$ cat src/rtl/reg_desp_univ.sv
// Parametrised universal shift register: logical/arithmetic shift, rotate,
// parallel load, and a multi-cycle burst rotate with BUSY/DONE handshake.
module reg_desp_univ #(
  parameter int unsigned WIDTH = 32,
  parameter int unsigned AMT_W = 5
) (
  input  logic             CLK,
  input  logic             RESET_L,
  input  logic             ENB,
  input  logic             DIR,
  input  logic [2:0]       MODO,
  input  logic             S_IN,
  input  logic             START,
  input  logic [AMT_W-1:0] AMT,
  input  logic [WIDTH-1:0] D,
  output logic [WIDTH-1:0] Q,
  output logic             S_OUT,
  output logic             BUSY,
  output logic             DONE
);

  typedef enum logic [1:0] {IDLE, RUN, FIN} state_t;
  typedef enum logic [2:0] {
    OP_HOLD, OP_SHIFT, OP_ROT, OP_LOAD, OP_ARITH, OP_BURST, OP_RSV6, OP_RSV7
  } op_t;

  state_t           state_q, state_d;
  logic [WIDTH-1:0] q_q, q_d;
  logic             sout_q, sout_d;
  logic [AMT_W-1:0] cnt_q, cnt_d;
  logic             bdir_q, bdir_d;
  op_t              op;

  assign op = op_t'(MODO);

  always_comb begin
    state_d = state_q;
    q_d     = q_q;
    sout_d  = sout_q;
    cnt_d   = cnt_q;
    bdir_d  = bdir_q;
    case (state_q)
      RUN: begin
        if (ENB) begin
          if (bdir_q) q_d = {q_q[WIDTH-2:0], q_q[WIDTH-1]};
          else        q_d = {q_q[0], q_q[WIDTH-1:1]};
          sout_d = bdir_q ? q_q[WIDTH-1] : q_q[0];
          cnt_d  = cnt_q - AMT_W'(1);
          if (cnt_q == AMT_W'(1)) state_d = FIN;
        end
      end
      default: begin
        // FIN always falls back to IDLE unless a new burst is taken this edge
        state_d = IDLE;
        if (ENB) begin
          case (op)
            OP_SHIFT: begin
              if (DIR) q_d = {q_q[WIDTH-2:0], S_IN};
              else     q_d = {S_IN, q_q[WIDTH-1:1]};
              sout_d = DIR ? q_q[WIDTH-1] : q_q[0];
            end
            OP_ROT: begin
              if (DIR) q_d = {q_q[WIDTH-2:0], q_q[WIDTH-1]};
              else     q_d = {q_q[0], q_q[WIDTH-1:1]};
              sout_d = DIR ? q_q[WIDTH-1] : q_q[0];
            end
            OP_LOAD: q_d = D;
            OP_ARITH: begin
              if (DIR) q_d = {q_q[WIDTH-2:0], 1'b0};
              else     q_d = {q_q[WIDTH-1], q_q[WIDTH-1:1]};
              sout_d = DIR ? q_q[WIDTH-1] : q_q[0];
            end
            OP_BURST: begin
              if (START) begin
                bdir_d  = DIR;
                cnt_d   = AMT;
                state_d = (AMT != '0) ? RUN : FIN;
              end
            end
            default: ;
          endcase
        end
      end
    endcase
  end

  always_ff @(posedge CLK or negedge RESET_L) begin
    if (!RESET_L) begin
      state_q <= IDLE;
      q_q     <= '0;
      sout_q  <= 1'b0;
      cnt_q   <= '0;
      bdir_q  <= 1'b0;
    end else begin
      state_q <= state_d;
      q_q     <= q_d;
      sout_q  <= sout_d;
      cnt_q   <= cnt_d;
      bdir_q  <= bdir_d;
    end
  end

  assign Q     = q_q;
  assign S_OUT = sout_q;
  assign BUSY  = (state_q == RUN);
  assign DONE  = (state_q == FIN);

endmodule

$ cat config.mk
export PLATFORM = sky130hd
export DESIGN_NAME = reg_desp_univ
export DESIGN_NICKNAME = d
export VERILOG_FILES = /design/src/rtl/reg_desp_univ.sv
export SDC_FILE = /design/constraint.sdc
export NUM_CORES = 1
export LEC_CHECK = 0
export BUFFER_PORTS_ARGS = -buffer_cell sky130_fd_sc_hd__buf_4
export CAP_MARGIN = 15
export CELL_PAD_IN_SITES_DETAIL_PLACEMENT = 1
export CELL_PAD_IN_SITES_GLOBAL_PLACEMENT = 1
export CORE_MARGIN = 1
export CORE_UTILIZATION = 25
export CTS_BUF_LIST = sky130_fd_sc_hd__clkbuf_4 sky130_fd_sc_hd__clkbuf_8
export DETAILED_ROUTE_END_ITERATION = 8
export GPL_TIMING_DRIVEN = 1
export PLACE_DENSITY_LB_ADDON = 0.3
export RECOVER_POWER = 25
export SETUP_SLACK_MARGIN = 0.15
export SLEW_MARGIN = 5
export SYNTH_ARGS = -nofsm -noshare
export SYNTH_HDL_FRONTEND = slang
export SYNTH_SLANG_ARGS = --single-unit
$ cat constraint.sdc
create_clock -name CLK -period 1.6 [get_ports CLK]
set_input_delay 0.08 -clock CLK [delete_from_list [all_inputs] [get_ports CLK]]
set_output_delay 0.08 -clock CLK [all_outputs]
set_load 0.05 [all_outputs]
# After elaboration in Yosys (flattened, before gate mapping)
# Index checks and enable logic that the tools add are counted.
dict set report word_totals {
  input_bits 46
  mem_count 0
  latchBits 0
  mem_bits_ro 0
  output_inout_bits 35
  regBits 41
  elab_cells 57
  ram_bits 0
}
dict set report classes {
  bitwise_logic 1
  n_mux 26
  n_mul 0
  magnitude_cmp 0
  eq_ne 11
  div 0
  n_reduce_logical 12
  shifts 0
  addsub 1
}
# op n
set ops {}
lappend ops {{$mux W32} 7}
lappend ops {{$pmux W32 S4} 1}
lappend ops {{$mux W5} 5}
lappend ops {{$mux W2} 7}
lappend ops {{$reduce_bool A5 Y1} 2}
lappend ops {{$eq A3 B2 Y1 const B} 2}
lappend ops {{$eq A3 B3 Y1 const B} 2}
lappend ops {{$mux W1} 6}
lappend ops {{$reduce_and A2 Y1} 3}
lappend ops {{$reduce_and A3 Y1} 2}
lappend ops {{$reduce_bool A2 Y1} 3}
lappend ops {{$eq A5 B1 Y1 const B} 1}
lappend ops {{$sub A5 B1 Y5 const B} 1}
lappend ops {{$reduce_and A4 Y1} 1}
lappend ops {{$eq A3 B1 Y1 const B} 1}
lappend ops {{$ne A3 B3 Y1 const B} 1}
lappend ops {{$reduce_or A3 Y1} 1}
lappend ops {{$eq A2 B1 Y1 const B} 1}
lappend ops {{$eq A2 B2 Y1 const B} 1}
lappend ops {{$ne A2 B1 Y1 const B} 1}
lappend ops {{$ne A2 B2 Y1 const B} 1}
lappend ops {{$not A1 Y1} 1}

# Depth between registers and ports, before layout
# Gate-level depths: netlist (run 1).
dict set report logic_depth {
  depth_word 6
  mapped_depth 7
  ltp_nobuf 5
}

# Worst setup path before layout (run 1)
# No wires, ideal clock.
dict set report synth_path {
  path_type {register to register}
  startpoint {reg state_q[1]}
  endpoint {reg q_q[0], in the netlist Q[0]}
  period_less_slack_ns 1.737
  stages_incl_launch_ff 8
  setup_time_ns 0.133
  path_buffers 2
  required_ns 1.467
  slack_ns -0.137
  t_arrival_ns 1.603
  path_cell_list {dfrtp_1 nand2b_1 buf_4 inv_2 clkbuf_1 nand3_1 o21ai_0 a21oi_1}
}
dict set report synth_via {
  elab_chain_len 3
  elab_cells_between_ends 4
  cone_classes {eq/ne (1); mux (1); reduce/logical (2)}
}
# element line_no
set synth_lines {}
lappend synth_lines {{start, declared} 27} ;# state_t state_q, state_d;
lappend synth_lines {{start signal, assigned} 95} ;# state_q <= state_d;
lappend synth_lines {{$eq A2 B1 Y1 *} --}
lappend synth_lines {{named net BUSY} 18} ;# output logic BUSY,
lappend synth_lines {{$reduce_bool A5 Y1 (no source line)} --}
lappend synth_lines {{$reduce_and A2 Y1 (no source line)} --}
lappend synth_lines {{end signal, assigned} 96} ;# q_q <= q_d;
lappend synth_lines {{end, declared} 28} ;# logic [WIDTH-1:0] q_q, q_d;
# The timed path passes the listed nets; every way through them passes the cells marked *.
# A chain may end at the register's enable or synchronous reset.

# Final worst setup path (run 1)
dict set report layout_path {
  startpoint {reg state_q[1]}
  endpoint {reg q_q[9], in the netlist Q[9]}
}
dict set report layout_via {
  elab_chain_len 3
  elab_cells_between_ends 4
  cone_classes {eq/ne (1); mux (1); reduce/logical (2)}
}
# element line_no
set layout_lines {}
lappend layout_lines {{$eq A2 B1 Y1 *} 42} ;# case (state_q)
lappend layout_lines {{$reduce_bool A5 Y1 (no source line)} --}
lappend layout_lines {{$reduce_and A2 Y1 (no source line)} --}
# Mark *: on every way between the ends. The rest lies on a longest branch, timed or not.

==> flow_metrics.env, run 1 <==
export IMPL_clock_insertion_delay_at_the_later_pin_of_the_skew_report_ps=300
export IMPL_final_min_clock_period_ps=1450
export IMPL_portBuffers=80
export IMPL_criticalPathCategory="flip-flop to flip-flop"
export IMPL_vdd_ir_drop_max_uv=1050
export IMPL_r2r_setup_slack_ps=150
export IMPL_cts_tree="built"
export IMPL_finalNetCount=463
export IMPL_synth_avg_cell_area_um2=9.29
export IMPL_yosys_register_bits=41
export IMPL_cts_sinks=41
export IMPL_final_cells=584
export IMPL_worst_skew_ps=7.28
export IMPL_final_antenna_net_count=0
export IMPL_viasPerCell=5.04
export IMPL_final_layout_size_suffix_gt1_share_pct=29.3
export IMPL_synthToLayoutAreaGrowth_pct=35.3
export IMPL_drtPass1Iterations=4
export IMPL_fp_dieArea_um2=12900
export IMPL_setup_tns_final_ps=0
export IMPL_critPathArrivalTime_ps=1640
export IMPL_cts_htree_levels=2
export IMPL_hold_viol_final=0
export IMPL_die_width_um=113
export IMPL_placed_instance_count=566
export IMPL_max_slew_worst_pin_slew_ps=1120
export IMPL_pwr_density_cell_nw_per_um2=2100
export IMPL_wl_per_cell_um=17.6
export IMPL_drv_max_cap_violation_count=0
export IMPL_syn_area_um2=3100
export IMPL_run_status="finished, final reports clean"
export IMPL_crit_family="compound AO/OA/AOI/OAI gates"
export IMPL_critical_path_max_stage_delay_ps=380
export IMPL_post_synth_num_cell_types=40
export IMPL_post_synth_top_area_fraction_pct=33.1
export IMPL_timing_critical_path_required_ps=1780
export IMPL_overall_via_count_from_detail_route=2942
export IMPL_dp_wirelength_um=7000
export IMPL_setup_viol=0
export IMPL_place_congestion=0.786
export IMPL_synth_largest_area_cell="dfrtp_1"
export IMPL_cts_inserted_buffers=5
export IMPL_worst_hold_path_type="primary input to flip-flop"
export IMPL_n_antenna_cell=0
export IMPL_crit_path_max_fanout=17
export IMPL_layout_cells_most_common="buf_4"
export IMPL_ios=81
export IMPL_timing_critical_path_slowest_stage_cell="dfrtp_1"
export IMPL_cp_buffers_inverters=1
export IMPL_synth_area_leaders="dfrtp_1, mux2i_1, o22a_1"
export IMPL_finalMaxSlewViolations=0
export IMPL_worstSetupStartpointType="flip-flop"
export IMPL_cts_root_to_sink_buffers=2
export IMPL_detailed_route_drc_error_count=0
export IMPL_drt_total_wl_um=10300
export IMPL_gr_total_overflow=0
export IMPL_number_of_core_rows=40
export IMPL_layout_common_cells="buf_4, mux2i_1, o21ai_0"
export IMPL_crit_path_cell_trace="nand3b_1 -> o211ai_4 -> buf_12 -> o21ai_0 -> o22a_1"
export IMPL_clock_root_buffer="clkbuf_8"
export IMPL_p_leak_nw=1.81
export IMPL_overall_global_routing_usage_pct=16.0
export IMPL_grt_max_degree=47
export IMPL_clkSlewWorstSetupHoldPaths_ps=90
export IMPL_yosys_warnings=0
export IMPL_layout_worst_path_cycle_share_pct=90.7
export IMPL_grt_first_pass_wirelength_um=16300
export IMPL_sequential_area_share_after_synthesis_pct=33.1
export IMPL_dieHeight_um=113
export IMPL_core_area_um2=12100
export IMPL_rsz_0062_raised_after_global_routing="yes"
export IMPL_start_util_pct=25.7
export IMPL_first_global_vias=3087
export IMPL_net_count_after_synthesis=382
export IMPL_relSlewSlack_pct=25.5
export IMPL_initial_antenna_violation_count=0
export IMPL_fmax_ghz=0.689
export IMPL_timing_critical_path_to_type="flip-flop"
export IMPL_dr_first_iter_drc_count=98
export IMPL_syn_inst=334
-- path summary, 6_finish.rpt --
path                       cells past startpoint        to  startpoint
setup / recovery                               5      Q[9]  state_q[1]
hold / removal                                 3  cnt_q[0]      AMT[0]
setup reg to reg                               5      Q[9]  state_q[1]
hold reg to reg                                2  cnt_q[4]    cnt_q[4]
max in group asynchronous                      2    bdir_q     RESET_L
min in group asynchronous                      2     Q[16]     RESET_L
-- state kept, by name (all words and copies together), names as in the netlist --
signal and flops:
Q 32, bdir_q 1, state_q 2, cnt_q 5
S_OUT 1
-- cells in the mapped netlist --
cell       number
a2111o_1        1
a211oi_1       30
a21oi_1        10
a221oi_1        1
a22oi_1         1
a31oi_1         1
a32oi_1         1
a41oi_1         1
and2_1          1
and3_1          2
and3b_1         1
buf_2          16
buf_4           6
buf_6           3
clkbuf_1        6
dfrtp_1        41
ha_1            2
inv_1           4
inv_2           1
mux2_2          4
mux2i_1        64
nand2_1         4
nand2b_1        1
nand2b_4        1
nand3_1         5
nand3b_1        2
nand4bb_1       1
nor2_1         36
nor2_2          1
nor2b_1         2
nor3_1          3
nor3b_1         1
nor4bb_1        2
o211ai_4        1
o21a_1          1
o21ai_0        42
o21ai_1         2
o22a_1         30
o31a_1          1
or4_1           1
-- report_power, final --
part | switching [mW] | internal [mW]
clock | 0.402 | 0.621
sequential | 0.779 | 1.51
combinational | 3.22 | 2.29
-- through the flow --
step / hold WS [ps] / utilization [%] / power [mW] / instance area [um^2] / setup WS [ps]
after global placement: 117 / 32.5 / 7.47 / 3920 / 239
after CTS: 36.5 / 34.0 / 8.74 / 4100 / 142
after floorplan: -216 / - / 5.88 / 3100 / 155
after global routing: 55.1 / 34.8 / 9.41 / 4200 / 58.6
after detailed placement: 124 / 32.5 / 7.63 / 3920 / 137
final: 40.1 / 34.8 / 8.82 / 4200 / 149
-- what timing repair did --
action	in CTS	in global routing
endpoints found under the hold margin	41	0
setup buffers	0	6
endpoints found under the setup margin	1	25
pin swaps	0	2
hold buffers	1	0
gates cloned	1	2
gates resized for setup	0	4
-- worst register-to-register path, delay by kind of cell, from the launching register on --
family | cells | cell delay, ps
AND/OR/NAND/NOR | 1 | 250
buffers and inverters | 1 | 190
flip-flops | 1 | 380
AO/OA/AOI/OAI | 3 | 530
-- logic make-up (layout without fill, tap and decap cells) --
group / Yosys count / in the layout / synth area share (%)
AOI/OAI and AO/OA: 123 / 123 / 27.3
adders and majority gates: 2 / 2 / 0.807
buffers and inverters: 36 / 118 / 6.45
DFF: 41 / 41 / 33.1
muxes: 68 / 68 / 22.1
and+or+nand+nor: 64 / 64 / 10.2
-- layer usage --
layer,share of wire [%],up-vias,GRT usage (%)
met5,0,-,0
met4,0.61,0,2.89
met3,2.9,4,2.34
met2,49,57,28.4
met1,47,1452,20.8
li1,-,1429,-
-- layout make-up --
type	count	area, um^2
fillers	1394	7870
multi-input cells	257	1880
flip-flops and latches	41	1030
repair buffers	105	926
well taps	168	210
clock buffers	5	68.8
clock inverters	3	65.1
inverters	5	21.3
No activity file was read; power rests on OpenSTA's default activity.
==> run 2, diff against run 1 <==
--- a/config.mk
+++ b/config.mk
@@ -9,11 +9,12 @@
 export CAP_MARGIN = 15
 export CELL_PAD_IN_SITES_DETAIL_PLACEMENT = 1
 export CELL_PAD_IN_SITES_GLOBAL_PLACEMENT = 1
+export CORE_ASPECT_RATIO = 1.1
 export CORE_MARGIN = 1
 export CORE_UTILIZATION = 25
 export CTS_BUF_LIST = sky130_fd_sc_hd__clkbuf_4 sky130_fd_sc_hd__clkbuf_8
 export DETAILED_ROUTE_END_ITERATION = 8
-export GPL_TIMING_DRIVEN = 1
+export GPL_TIMING_DRIVEN = 0
 export PLACE_DENSITY_LB_ADDON = 0.3
 export RECOVER_POWER = 25
 export SETUP_SLACK_MARGIN = 0.15
==> run 2 against run 1 <==
Count of clock-buffer cells in the layout rose by 1; clock power fell by 28%; sequential power is essentially flat; highest routed layer unchanged; combinational power grew 3%.
==> flow_metrics.env, run 2 (synthesized netlist as in run 1, its figures left out) <==
export IMPL_run_status="finished, final reports clean"
export IMPL_finalNetCount=475
export IMPL_pwr_density_cell_nw_per_um2=2070
export IMPL_first_global_vias=3219
export IMPL_start_util_pct=25.7
export IMPL_r2r_setup_slack_ps=160
export IMPL_layout_cells_most_common="buf_4"
export IMPL_final_antenna_net_count=0
export IMPL_clkSlewWorstSetupHoldPaths_ps=80
export IMPL_worst_hold_path_type="primary input to flip-flop"
export IMPL_viasPerCell=5.16
export IMPL_setup_tns_final_ps=0
export IMPL_rsz_0062_raised_after_global_routing="yes"
export IMPL_detailed_route_drc_error_count=0
export IMPL_crit_reg2reg_launch="state_q[0]"
export IMPL_drtPass1Iterations=4
export IMPL_critical_path_reg2reg_endpoint="Q[31]"
export IMPL_ios=81
export IMPL_largest_register_ff_count=32
export IMPL_holdPathStages=3
export IMPL_number_of_core_rows=42
export IMPL_vdd_ir_drop_max_uv=1010
export IMPL_timing_critical_path_to_type="flip-flop"
export IMPL_worst_skew_ps=8.19
export IMPL_cts_htree_levels=2
export IMPL_final_min_clock_period_ps=1440
export IMPL_dieHeight_um=119
export IMPL_max_slew_worst_pin_slew_ps=1140
export IMPL_fp_dieArea_um2=12900
export IMPL_finalMaxSlewViolations=0
export IMPL_final_layout_size_suffix_gt1_share_pct=33.7
export IMPL_crit_path_max_fanout=7
export IMPL_drv_max_cap_violation_count=0
export IMPL_grt_max_degree=42
export IMPL_dp_wirelength_um=7350
export IMPL_reg2regPathDepth=7
export IMPL_core_area_um2=12100
export IMPL_drt_total_wl_um=10400
export IMPL_portBuffers=79
export IMPL_finalHoldWorstSlack_ps=46.6
export IMPL_relSlewSlack_pct=23.9
export IMPL_grt_first_pass_wirelength_um=17100
export IMPL_clock_insertion_delay_at_the_later_pin_of_the_skew_report_ps=300
export IMPL_criticalPathCategory="flip-flop to flip-flop"
export IMPL_cts_tree="built"
export IMPL_worstSetupStartpointType="flip-flop"
export IMPL_p_leak_nw=1.81
export IMPL_layout_worst_path_cycle_share_pct=89.9
export IMPL_clock_root_buffer="clkbuf_8"
export IMPL_place_congestion=0.741
export IMPL_layout_common_cells="buf_4, mux2i_1, dfrtp_1, o21ai_0, nor2_1"
export IMPL_finish_instance_area_um2=4190
export IMPL_initial_antenna_violation_count=0
export IMPL_wl_per_cell_um=17.9
export IMPL_cts_sinks=41
export IMPL_overall_global_routing_usage_pct=16.8
export IMPL_gr_total_overflow=0
export IMPL_timing_critical_path_required_ps=1790
export IMPL_place_area_um2=3890
export IMPL_timing_hold_worst_start="AMT[0]"
export IMPL_hold_viol_final=0
export IMPL_die_width_um=108
export IMPL_total_power_mw=8.69
export IMPL_worst_hold_path_endpoint="cnt_q[0]"
export IMPL_critPathArrivalTime_ps=1630
export IMPL_overall_via_count_from_detail_route=2996
export IMPL_cts_root_to_sink_buffers=2
export IMPL_n_antenna_cell=0
export IMPL_setup_viol=0
export IMPL_synthToLayoutAreaGrowth_pct=35.0
export IMPL_fmax_ghz=0.695
export IMPL_cts_inserted_buffers=5
export IMPL_dr_first_iter_drc_count=102
run 2: repair_timing:
action / in CTS / in global routing
endpoints found under the hold margin: 41 / 0
hold buffers: 1 / 0
pin swaps: 1 / 1
gates cloned: 0 / 0
gates resized for setup: 25 / 14
setup endpoints to repair: 37 / 35
setup buffers: 6 / 0
run 2: worst max path at each step:
stage | start | endpoint | slack [ps] | depth (start not counted)
after floorplan | Q[0] | Q[31] | 160 | 4
after CTS | bdir_q | Q[29] | 140 | 5
after global routing | state_q[1] | Q[11] | 70 | 5
after global placement | state_q[1] | Q[1] | -120 | 7
final | state_q[0] | Q[31] | 160 | 7
after detailed placement | state_q[1] | Q[1] | -130 | 7
run 2: area by class of cell:
class                           instances  area, um^2
Sequential cell                        41        1030
Clock inverter                          1        7.51
Inverter                                5        21.3
Tap cell                              154         193
Timing Repair Buffer                   86         671
Fill cell                            1425        7900
Multi-Input combinational cell        257        1950
Clock buffer                            6        82.6
Buffer                                 31         241
run 2: layer usage:
metal  track usage, %  share of wire (%)  up-vias
met2             29.4                 50       67
met5                0                  0        -
li1                 -                  -     1444
met3             2.24                4.1        7
met4             3.08               0.64        0
met1             22.0                 46     1478
run 2: worst max-delay path, stage by stage (launching register included):
cell	delay [ps]
dfrtp_1	420
nand2b_4	90
buf_6	130
inv_4	50
buf_8	140
a21oi_2	110
a32oi_1	110
mux2_2	270
run 2: where the power goes:
group	switching [mW]	internal [mW]	leakage, nW	total, mW
clock	0.394	0.342	0.0433	0.736
combinational	3.28	2.39	1.32	5.67
sequential	0.773	1.51	0.455	2.28
total	4.45	4.24	1.81	8.69
run 2: metrics by stage:
stage	util (%)	worst slack [ps]	std cells
3_5_place_dp	32.2	-134	567
6_report	34.6	162	581
4_1_cts	34.3	139	581
3_3_place_gp	32.2	-125	567
2_1_floorplan	-	155	334
5_1_grt	34.6	70.6	581
